## src/rtl/rts_cts_flow_ctrl.sv

```systemverilog
// Purpose: per-channel RTS/CTS responder: synchronise + glitch-filter rts, wait a turnaround delay, drive registered cts.
// Latency: rts rise -> cts rise G_SYNC_STAGES+G_FILT_CNT+D cycles; rts fall -> cts fall G_SYNC_STAGES+G_FILT_CNT cycles.
// Backpressure: none; cts itself is the flow-control output. Macro RTS_TIMEOUT_EN adds a cts-high timeout, LOCKOUT state and o_timeout.
module rts_cts_flow_ctrl #(
  parameter int G_CHANNELS    = 4,
  parameter int G_SYNC_STAGES = 2,
  parameter int G_FILT_CNT    = 4,
`ifdef RTS_TIMEOUT_EN
  parameter int G_TIMEOUT     = 1000,
`endif
  parameter int G_DLY_W       = 8
) (
  input  logic                  i_Clock,
  input  logic                  i_Reset,
  input  logic                  i_enable,
  input  logic [G_DLY_W-1:0]    i_cts_dly,
  input  logic [G_CHANNELS-1:0] i_rts,
  output logic [G_CHANNELS-1:0] o_cts,
  output logic [G_CHANNELS-1:0] o_rts_filt,
  output logic [G_CHANNELS-1:0] o_busy
`ifdef RTS_TIMEOUT_EN
  , output logic [G_CHANNELS-1:0] o_timeout
`endif
);

  // Filter counter only needs to reach G_FILT_CNT-1 before the output toggles.
  localparam int FCNT_W = (G_FILT_CNT > 1) ? $clog2(G_FILT_CNT) : 1;
  localparam logic [FCNT_W-1:0]  FCNT_LAST = FCNT_W'(G_FILT_CNT - 1);
  localparam logic [G_DLY_W-1:0] DCNT_ONE  = G_DLY_W'(1);
`ifdef RTS_TIMEOUT_EN
  localparam int TCNT_W = (G_TIMEOUT > 1) ? $clog2(G_TIMEOUT) : 1;
  localparam logic [TCNT_W-1:0] TCNT_LAST = TCNT_W'(G_TIMEOUT - 1);
`endif

  typedef enum logic [1:0] {
    ST_IDLE   = 2'd0,
    ST_DELAY  = 2'd1,
    ST_ACTIVE = 2'd2
`ifdef RTS_TIMEOUT_EN
    , ST_LOCKOUT = 2'd3
`endif
  } state_t;

  for (genvar ch = 0; ch < G_CHANNELS; ch++) begin : g_ch
    logic [G_SYNC_STAGES-1:0] sync_q;
    logic                     rts_sync;
    logic [FCNT_W-1:0]        fcnt_q, fcnt_d;
    logic                     filt_q, filt_d;
    state_t                   state_q, state_d;
    logic [G_DLY_W-1:0]       dcnt_q, dcnt_d;
    logic                     cts_q, cts_d;
    logic                     busy_q, busy_d;
    logic                     go;
`ifdef RTS_TIMEOUT_EN
    logic [TCNT_W-1:0]        tcnt_q, tcnt_d;
    logic                     tout_q, tout_d;
`endif

    assign rts_sync = sync_q[G_SYNC_STAGES-1];
    // A channel may only leave or stay out of IDLE while enabled and filtered rts is high.
    assign go       = i_enable & filt_q;

    // Plain flop chain: the first stage may go metastable, later stages let it resolve.
    always_ff @(posedge i_Clock or posedge i_Reset) begin
      if (i_Reset) sync_q <= '0;
      else         sync_q <= {sync_q[G_SYNC_STAGES-2:0], i_rts[ch]};
    end

    // Count consecutive mismatch cycles; toggle the filtered level once the run is long enough.
    always_comb begin
      fcnt_d = '0;
      filt_d = filt_q;
      if (rts_sync != filt_q) begin
        if (fcnt_q == FCNT_LAST) filt_d = ~filt_q;
        else                     fcnt_d = fcnt_q + 1'b1;
      end
    end

    // Filter state registers.
    always_ff @(posedge i_Clock or posedge i_Reset) begin
      if (i_Reset) begin
        fcnt_q <= '0;
        filt_q <= 1'b0;
      end else begin
        fcnt_q <= fcnt_d;
        filt_q <= filt_d;
      end
    end

    // Next-state logic; losing enable or filtered rts always wins over counting.
    always_comb begin
      state_d = state_q;
      dcnt_d  = dcnt_q;
`ifdef RTS_TIMEOUT_EN
      tcnt_d  = tcnt_q;
      tout_d  = tout_q;
`endif
      unique case (state_q)
        ST_IDLE: begin
          if (go) begin
            if (i_cts_dly == '0) begin
              state_d = ST_ACTIVE;
`ifdef RTS_TIMEOUT_EN
              tcnt_d  = '0;
`endif
            end else begin
              // Delay is captured here, so later changes to i_cts_dly do not disturb the count.
              state_d = ST_DELAY;
              dcnt_d  = i_cts_dly;
            end
          end
        end
        ST_DELAY: begin
          if (!go) begin
            state_d = ST_IDLE;
            dcnt_d  = '0;
          end else if (dcnt_q == DCNT_ONE) begin
            state_d = ST_ACTIVE;
            dcnt_d  = '0;
`ifdef RTS_TIMEOUT_EN
            tcnt_d  = '0;
`endif
          end else begin
            dcnt_d  = dcnt_q - DCNT_ONE;
          end
        end
        ST_ACTIVE: begin
          if (!go) state_d = ST_IDLE;
`ifdef RTS_TIMEOUT_EN
          else if (tcnt_q == TCNT_LAST) begin
            state_d = ST_LOCKOUT;
            tout_d  = 1'b1;
          end else begin
            tcnt_d  = tcnt_q + 1'b1;
          end
`endif
        end
`ifdef RTS_TIMEOUT_EN
        ST_LOCKOUT: begin
          // Stay locked until the peer actually releases rts (or the block is disabled).
          if (!go) state_d = ST_IDLE;
        end
`endif
        default: state_d = ST_IDLE;
      endcase
`ifdef RTS_TIMEOUT_EN
      if (!i_enable && !filt_q) tout_d = 1'b0;
`endif
      cts_d  = (state_d == ST_ACTIVE);
      busy_d = (state_d == ST_DELAY) || (state_d == ST_ACTIVE);
    end

    // FSM and output registers; outputs are decoded from next state so they line up with it.
    always_ff @(posedge i_Clock or posedge i_Reset) begin
      if (i_Reset) begin
        state_q <= ST_IDLE;
        dcnt_q  <= '0;
        cts_q   <= 1'b0;
        busy_q  <= 1'b0;
`ifdef RTS_TIMEOUT_EN
        tcnt_q  <= '0;
        tout_q  <= 1'b0;
`endif
      end else begin
        state_q <= state_d;
        dcnt_q  <= dcnt_d;
        cts_q   <= cts_d;
        busy_q  <= busy_d;
`ifdef RTS_TIMEOUT_EN
        tcnt_q  <= tcnt_d;
        tout_q  <= tout_d;
`endif
      end
    end

    assign o_cts[ch]      = cts_q;
    assign o_rts_filt[ch] = filt_q;
    assign o_busy[ch]     = busy_q;
`ifdef RTS_TIMEOUT_EN
    assign o_timeout[ch]  = tout_q;
`endif
  end

endmodule

```

## config.mk

```make
export PLATFORM = sky130hd
export DESIGN_NAME = rts_cts_flow_ctrl
export DESIGN_NICKNAME = d
export VERILOG_FILES = /design/src/rtl/rts_cts_flow_ctrl.sv
export SDC_FILE = /design/constraint.sdc
export NUM_CORES = 1
export LEC_CHECK = 0
export CELL_PAD_IN_SITES_DETAIL_PLACEMENT = 1
export CELL_PAD_IN_SITES_GLOBAL_PLACEMENT = 1
export CORE_MARGIN = 2
export CORE_UTILIZATION = 40
export DETAILED_ROUTE_END_ITERATION = 12
export PLACE_DENSITY = 0.69
export SLEW_MARGIN = 20
export SYNTH_ARGS = -nofsm -noshare
export SYNTH_HDL_FRONTEND = slang
export SYNTH_SLANG_ARGS = --single-unit
export TNS_END_PERCENT = 50
```

## constraint.sdc

```tcl
create_clock -name i_Clock -period 6.72 [get_ports i_Clock]
set_input_delay 1.008 -clock i_Clock [delete_from_list [all_inputs] [get_ports i_Clock]]
set_output_delay 1.008 -clock i_Clock [all_outputs]
set_load 0.1 [all_outputs]
```

==> impl_metrics.toml <==
[outcome]
outcome = "finished clean"

[place]
io_buffers = 26
dp_cells = 484
dpl.hpwl_microns = 6720
place_area_sq_um = 4000
gp_congestion = 0.889

[layout]
instances_no_fill = 499
area_delta_synth_final_pct = 11.5
post-route-cell-area_sq_um = 4170
antenna_cells = 0
drive_above_1_share_pct = 8.51
final_net_count = 415

[drt]
final_antenna_net_count = 0
drtPass1Iterations = 4
via_count = 2983
drt-total-wl_microns = 9460
wire_per_inst_microns = 19.0
vias_per_cell = 5.98
drtIter0Drc = 94
route.detailed.drc = 0

[global_route]
grt_overflow = 0
top_usage_layer = "met2"
grtUsageTotal_pct = 20.2
grt_pass1_wl_microns = 16000
antenna_found_initial = 0
use_met1_pct = 28.3
grt_use_met2_pct = 32.1
grt_pass1_vias = 3061
grt_start_max_net_pins = 69
grt.met3_usage_pct = 3.54

[yosys]
synth_nets = 403
syn_area_per_cell_sq_um = 10.0
netlist.area_leader.share_pct = 45.5
synth_async_sr_flop_share_pct = 100
ys_seq_area_share_pct = 45.5
synthAdderAreaFrac_pct = 5.35
yosysUniqueCellTypes = 59
yosys-mux-area-fraction_pct = 2.58
yosys-top-cells-area = "dfrtp_1 (46%), ha_1 (5.4%), a22o_1 (3.5%)"
yosys_warnings = 0
synth_top_family_by_area = "compound AO/OA/AOI/OAI gates"
synth_edf_count = 0
synthSimpleGateAreaFrac_pct = 18.7
synth-main-ff-cell = "dfrtp_1"
synth_cells = 372
ys_ff_latch = 68
synth_xor_area_share_pct = 0.937
synth_compound_area_share_pct = 20.7
syn_area_sq_um = 3740
synth_largest_area_cell = "dfrtp_1"

[clock_tree]
clk_latency_ps = 350
htreeDepth = 3
clk_transition_reported_paths_ps = 80
cts_tree = "done"
cts_made_buffers = 9
cts_root_buf = "clkbuf_8"
post_cts_buffers = 0
cts_hold_buf = 0
cts_buffer_depth = 2
cts_resized = 0
clock_sinks = 68

[sta]
rsz0062_at_grt = "false"
setup_viol = 0
timing.final.crit_share_pct = 47.3
worst_pin_slew_ps = 987
hold_ws_ps = 353
relSlewSlack_pct = 34.0
max_freq_mhz = 315
maxSlewViolCount = 0
layout_min_cycle_time_ps = 3180
fin_tns_setup_ps = 0
finalHoldViolations = 0
skew_ps = 12.2

[die]
row_count = 35
dieHeight_microns = 101
start_util_pct = 40.8
die_w_microns = 101
io-pin-count = 27
core_sq_um = 9150
dieArea_sq_um = 10100

[worst_setup_path]
path_class = "primary input to flip-flop"
arrival_ps = 3460
crit_chain = "clkdlybuf4s50_1, nand2_1, a211oi_1, or2_0, a22o_1"
slowest_stage = "a211oi_1"
cp.required_ps = 7000
crit_buf_inv = 1
critPathTopFamily = "compound AO/OA/AOI/OAI gates"
crit_path_max_incr_delay_ps = 800
startpoint_type = "primary input"
end_kind = "flip-flop"
path_max_fanout = 11

[power]
design_power_total_mw = 1.88
p_per_area_nw_per_um2 = 452
peakVddDrop_uv = 196
p_leak_nw = 1.81

[flow_run]
drv_cap = 0

[min_path]
hp-class = "flip-flop to flip-flop"
-- stage by stage --
| stage | utilization, % | setup slack (ps) |
|---|---|---|
| 6_report | 45.5 | 3540 |
| 5_1_grt | 45.5 | 3340 |
| 3_5_place_dp | 43.7 | 3190 |
| 3_3_place_gp | 43.7 | 3190 |
| 4_1_cts | 45.5 | 3570 |
| 2_1_floorplan | - | 4000 |
-- cell families after synthesis --
group,Yosys count
and+or+nand+nor,118
AOI/OAI and AO/OA,109
DFF,68
buffers and inverters,48
adders and majority gates,16
muxes,9
xor gates and xnor gates,4
-- registers in the layout, indices dropped and copies added, names as in the netlist --
register,cells
g_ch.dcnt_q,32
g_ch.fcnt_q,8
g_ch.state_q,8
g_ch.sync_q,8
g_ch.busy_q,4
g_ch.cts_q,4
g_ch.filt_q,4
-- worst register-to-register path: stages (launching register included) --
cell	delay, ps
dfrtp_1	440
inv_1	120
ha_1	170
or4b_2	650
or3_1	420
a21oi_1	250
ha_1	280
inv_1	50
-- where the power goes --
part / leakage [nW] / internal (mW) / switching (mW)
Clock: 0.0811 / 0.132 / 0.168
Combinational: 0.873 / 0.330 / 0.533
Sequential: 0.852 / 0.554 / 0.166
-- per-layer routing --
metal / part of all wire [%] / vias to the layer above
met5: 0 / -
met4: 1.4 / 0
met3: 3.0 / 13
met2: 48 / 51
met1: 48 / 1507
li1: - / 1412
-- cells in the mapped netlist (2+ instances only) --
master and n:
mux2i_1 4, o2bb2ai_1 4, a32oi_1 6, o31ai_1 3
buf_1 5, or4_1 7, ha_1 16, and4b_1 3
or3_1 7, a211oi_1 2, nor3_1 20, o41ai_1 3
or2_2 2, or4b_2 2, nor4_4 2, o41a_1 2
buf_2 5, nor2_1 14, nor3b_1 3, a22o_1 15
or2_1 2, and3_1 2, xnor2_1 4, nand2_1 23
mux2_2 4, o21ai_0 11, a21oi_1 20, clkbuf_1 4
o32a_1 2, a21o_1 2, nand4b_1 3, nor4_1 3
inv_1 22, nor2b_1 9, o21ai_2 2, buf_4 12
dfrtp_1 68, o22ai_1 21, or3b_2 2, o21bai_1 3
a2bb2oi_1 2, o22a_1 3, nand2b_1 7
-- final timing paths --
check                                          to  slack, ps  cells after the start               from
worst max-delay path            g_ch[3].dcnt_q[2]       3540                      5           i_enable
worst min-delay path            g_ch[3].sync_q[1]        350                      0  g_ch[3].sync_q[0]
worst max register to register     g_ch[3].busy_q       4290                      7  g_ch[3].dcnt_q[1]
worst min register to register  g_ch[3].sync_q[1]        350                      0  g_ch[3].sync_q[0]
max in group asynchronous       g_ch[3].fcnt_q[1]       4940                      3            i_Reset
min in group asynchronous       g_ch[2].sync_q[0]       1230                      3            i_Reset
-- cells in the final DEF, fill, tap and decap left out, types with 6 or more instances in the layout --
| cell | instances |
|---|---|
| a21oi_1 | 20 |
| a22o_1 | 15 |
| a32oi_1 | 6 |
| clkbuf_8 | 9 |
| clkdlybuf4s50_1 | 26 |
| dfrtp_1 | 68 |
| ha_1 | 16 |
| inv_1 | 21 |
| nand2_1 | 23 |
| nand2b_1 | 7 |
| nor2_1 | 14 |
| nor2b_1 | 9 |
| nor3_1 | 20 |
| o21ai_0 | 11 |
| o22ai_1 | 21 |
| or3_1 | 7 |
| or4_1 | 7 |
-- final cells by class --
type	count	area, sq um
clock buffer	9	124
fill	1034	4980
tap	111	139
clock inverter	6	42.5
timing repair buffer	27	268
sequential	68	1700
inverter	22	82.6
multi-input combinational	256	1810
Note: power is estimated with default switching activity, not from simulation.
==> RTL edit 1: new RTL, same flow settings <==
Build with the macro `RTS_TIMEOUT_EN` defined.
--- a/src/rtl/rts_cts_flow_ctrl.sv
+++ b/src/rtl/rts_cts_flow_ctrl.sv
@@ -3,2 +3,4 @@
 // Backpressure: none; cts itself is the flow-control output. Macro RTS_TIMEOUT_EN adds a cts-high timeout, LOCKOUT state and o_timeout.
+`define RTS_TIMEOUT_EN
+
 module rts_cts_flow_ctrl #(
Check against the original RTL (old outputs only; new: o_timeout): same outputs for any inputs over 10 cycles, from zero or initial values and one cycle with i_Reset high; that may be too few to reach the edited logic, so the function may still have changed.
==> RTL edit 1 against the unedited design <==
  * Register-to-register slack lost 0.20 ns
  * Via count grew 72%
  * Synthesized area rose by 65%
  * Sequential share of layout area hardly changed
  * Count of clock-buffer cells in the layout is 1 higher
  * Worst setup slack lost 0.40 ns
  * Combinational power decreased by 17%
  * Sequential cell count rose by 44
  * Total power is 21% higher
  * Wire length is 62% higher
  * Design area rose by 65%
  * Critical path type unchanged
  * Highest routed layer unchanged
==> RTL edit 1: results (changes against the unedited design) <==
[status]
status=finished, final reports clean

[clocking]
clk_pin_slew_ns=0.07
clockRootBuffer=clkbuf_16
clk-insertion-delay-late_ns=0.37  ; +0.02 ns
cts.sinks=112  ; +65%

[critical_path]
r2r_cells=5  ; -2
regToRegEndpoint=g_ch[0].dcnt_q[7]$_DFFE_PP0P_
slowest_delay_ns=0.83  ; +0.03 ns
crit_path_start=i_enable
regToRegStartpoint=g_ch[0].filt_q$_DFFE_PP0P_
cp_max_fo=16  ; +5
r2r_slack_ns=4.09  ; -0.20 ns
slowest_stage=a21oi_1

[cells_and_area]
largest_reg_flops=40  ; +25%
diodes=0  ; unchanged
fillers=1750  ; +69%
nets=720  ; +73%
drive_gt1_frac=0.04252  ; -0.04253
multi_input_area_um2=3018  ; +67%

[synth]
synthAdderAreaFrac=0.05675  ; +0.003202
synth.distinct_cells=57  ; -3.4%
synth_compound_area_frac=0.2063  ; -0.0008385
synth-xor-area-share=0.005675  ; -0.003696
synth_nets=714  ; +77%
synthTopCellsByCount=dfrtp_1 (112), o21ai_0 (68), nand2_1 (59)
synth_top_cells_by_area=dfrtp_1 (45%), ha_1 (5.7%), o21ai_0 (5.5%), nand2_1 (3.6%), nor2_1 (3.0%)
ys_seq_area_frac=0.4540  ; -0.001161
muxShareOfSynthArea=0.01358  ; -0.01219

[timing]
tightest_slew_ns=1.045  ; +0.05791 ns
min_period_ns=3.579  ; +0.4029 ns
hold_ws_ns=0.3548  ; +0.001398 ns
clock_skew_ns=0.008521  ; -0.003709 ns

[placed_design]
postPlaceCellArea_um2=6526  ; +63%
dp_hpwl_mm=10.73  ; +60%
place_ws_ns=2.791  ; -0.4037 ns
portBuffers=30  ; +15%
gp_congestion=0.8586  ; -3.4%

[pwr]
ir_drop_uv=168.2  ; -14%
p_leak_nw=2.988  ; +65%
switching_share=0.3874  ; -0.07317
clock_power_mw=0.600  ; +100%
seqPwrFrac=0.423  ; +0.040

[global_routing]
grt_pass1_wl_mm=26.21  ; +64%
grt_pass1_vias=5232  ; +71%
grt_max_degree=60  ; -13%
grt_use_total=0.1985  ; -0.003706

[routing]
vias=5122  ; +72%
drt_iter0_drc=229  ; +140%
routedWlPerCell_um=17.64  ; -6.9%

[hold_path]
holdPathEnd=g_ch[3].sync_q[1]$_DFF_PP0_

[RTL edit 1: per-stage QoR]
step,power [mW],cells
4_1_cts,2.306,870
2_1_floorplan,1.513,671
6_report,2.277,870
3_3_place_gp,1.652,854
5_1_grt,2.431,870
3_5_place_dp,1.693,854
[RTL edit 1: layer usage]
metal  vias up  track usage  wire length (µm)
li1       2469            -                 -
met1      2585       0.2575              7236
met2        48       0.3339              7465
met3        20      0.04048               359
met4         0      0.06206               290
met5         -            0                 0
[RTL edit 1: cell type report]
type / instances / share of cell area
Timing Repair Buffer: 33 / 0.04707
Clock inverter: 6 / 0.01423
Clock buffer: 10 / 0.03339
Multi-Input combinational cell: 481 / 0.4401
Sequential cell: 112 / 0.4087
Tap cell: 188 / 0.03430
Inverter: 40 / 0.02226
==> RTL edit 2: new RTL, config.mk and constraints unchanged <==
Made on the original files. Add an input register stage for `i_rts`, with the module's reset; this delays it by one clock. The other inputs are not delayed to match.
--- a/src/rtl/rts_cts_flow_ctrl.sv
+++ b/src/rtl/rts_cts_flow_ctrl.sv
@@ -43,2 +43,12 @@
 
+  logic [G_CHANNELS-1:0] i_rts_q;
+
+  always_ff @(posedge i_Clock or posedge i_Reset) begin
+    if (i_Reset) begin
+      i_rts_q <= '0;
+    end else begin
+      i_rts_q <= i_rts;
+    end
+  end
+
   for (genvar ch = 0; ch < G_CHANNELS; ch++) begin : g_ch
@@ -65,3 +75,3 @@
       if (i_Reset) sync_q <= '0;
-      else         sync_q <= {sync_q[G_SYNC_STAGES-2:0], i_rts[ch]};
+      else         sync_q <= {sync_q[G_SYNC_STAGES-2:0], i_rts_q[ch]};
     end
Behaviour: not the same (Yosys sat finds a counterexample within 10 cycles, from zero or initial values and one cycle with i_Reset high).
==> RTL edit 2 against the unedited design <==
  * Register-to-register slack got worse by 0.08 ns
  * Total power rose by 5.7%
  * Design area rose by 4.0%
  * Worst setup slack improved by 0.12 ns
  * Sequential cell count rose by 4
  * Synthesized cell count rose by 1.3%
  * Sequential share of layout area rose by 0.73 points
  * Synthesized area rose by 4.1%
  * Global-route usage fell by 0.30 points
  * Wire length rose by 2.3%
  * Critical path type is now flop to primary output
  * Largest power group unchanged
==> RTL edit 2: results (changes against the unedited design) <==
[cells_and_area]
multi_input_area_share=0.4234  ; -0.01103
area_share_nonclk_buffers=0.06176  ; -0.002484
design_area_um2=4335  ; +4.0%
nets=419  ; +0.96%
fillers=1053  ; +1.8%
drive_gt1_frac=0.08142  ; -0.003627
inv_count=25  ; +14%
nClkBuffers=12  ; +3

[synth]
synth_nets=408  ; +1.2%
synthAdderAreaFrac=0.05145  ; -0.002101
synth.distinct_cells=61  ; +3.4%
synthCells=377  ; +1.3%
synth-xor-area-share=0.009003  ; -0.0003676
ys_seq_area_frac=0.4630  ; +0.007869
synth-seq-cells=72  ; +5.9%

[routing]
routed_wl_mm=9.680  ; +2.3%
drt_iter0_drc=165  ; +76%
vias=3013  ; +1.0%

[placed_design]
dp_hpwl_mm=6.941  ; +3.3%
post-place-cells=506  ; +4.5%
postPlaceCellArea_um2=4159  ; +4.1%

[hold_path]
holdPathEnd=g_ch[1].sync_q[1]$_DFF_PP0_
worstHoldStart=g_ch[1].sync_q[0]$_DFF_PP0_

[critical_path]
slowest_stage=clkdlybuf4s50_1
crit_end=o_rts_filt[0]
regToRegStartpoint=g_ch[1].dcnt_q[3]$_DFFE_PP0P_
regToRegEndpoint=g_ch[1].dcnt_q[2]$_DFFE_PP0P_
cp.arrival_ns=2.05  ; -1.41 ns
crit_path_start=g_ch[0].filt_q$_DFFE_PP0P_
crit_family=buffers and inverters

[status]
status=finished, final reports clean

[pwr]
switchingPower_mw=0.9061  ; +4.5%
ir_drop_uv=289.6  ; +48%

[timing]
hold_ws_ns=0.3408  ; -0.01269 ns
clock.fmax_mhz=326.9  ; +3.8%

[global_routing]
grt_max_degree=73  ; +5.8%
grt_pass1_wl_mm=15.99  ; about the same

[RTL edit 2: cell families after synthesis]
logic type,Yosys count
AO/OA/AOI/OAI,116
XOR/XNOR,4
adder cells (fa/ha/maj),16
buffers and inverters,52
flip-flops,72
multiplexers,9
AND/OR/NAND/NOR,108
[RTL edit 2: metal layers]
| layer | global-route usage | up-vias | part of all wire |
|---|---|---|---|
| met2 | 0.3177 | 56 | 0.48 |
| met3 | 0.03458 | 15 | 0.030 |
| li1 | - | 1425 | - |
| met5 | 0 | - | 0 |
| met1 | 0.2718 | 1517 | 0.48 |
| met4 | 0.07590 | 0 | 0.015 |
[RTL edit 2: power groups by stage]
stage	Clock, mW	Sequential (mW)	Combinational, mW
after global routing	0.344	0.792	1.01
final	0.311	0.763	0.914
after global placement	0	0.759	0.896
after floorplan	0	0.700	0.781
after CTS	0.323	0.762	0.920
after detailed placement	0	0.770	0.914
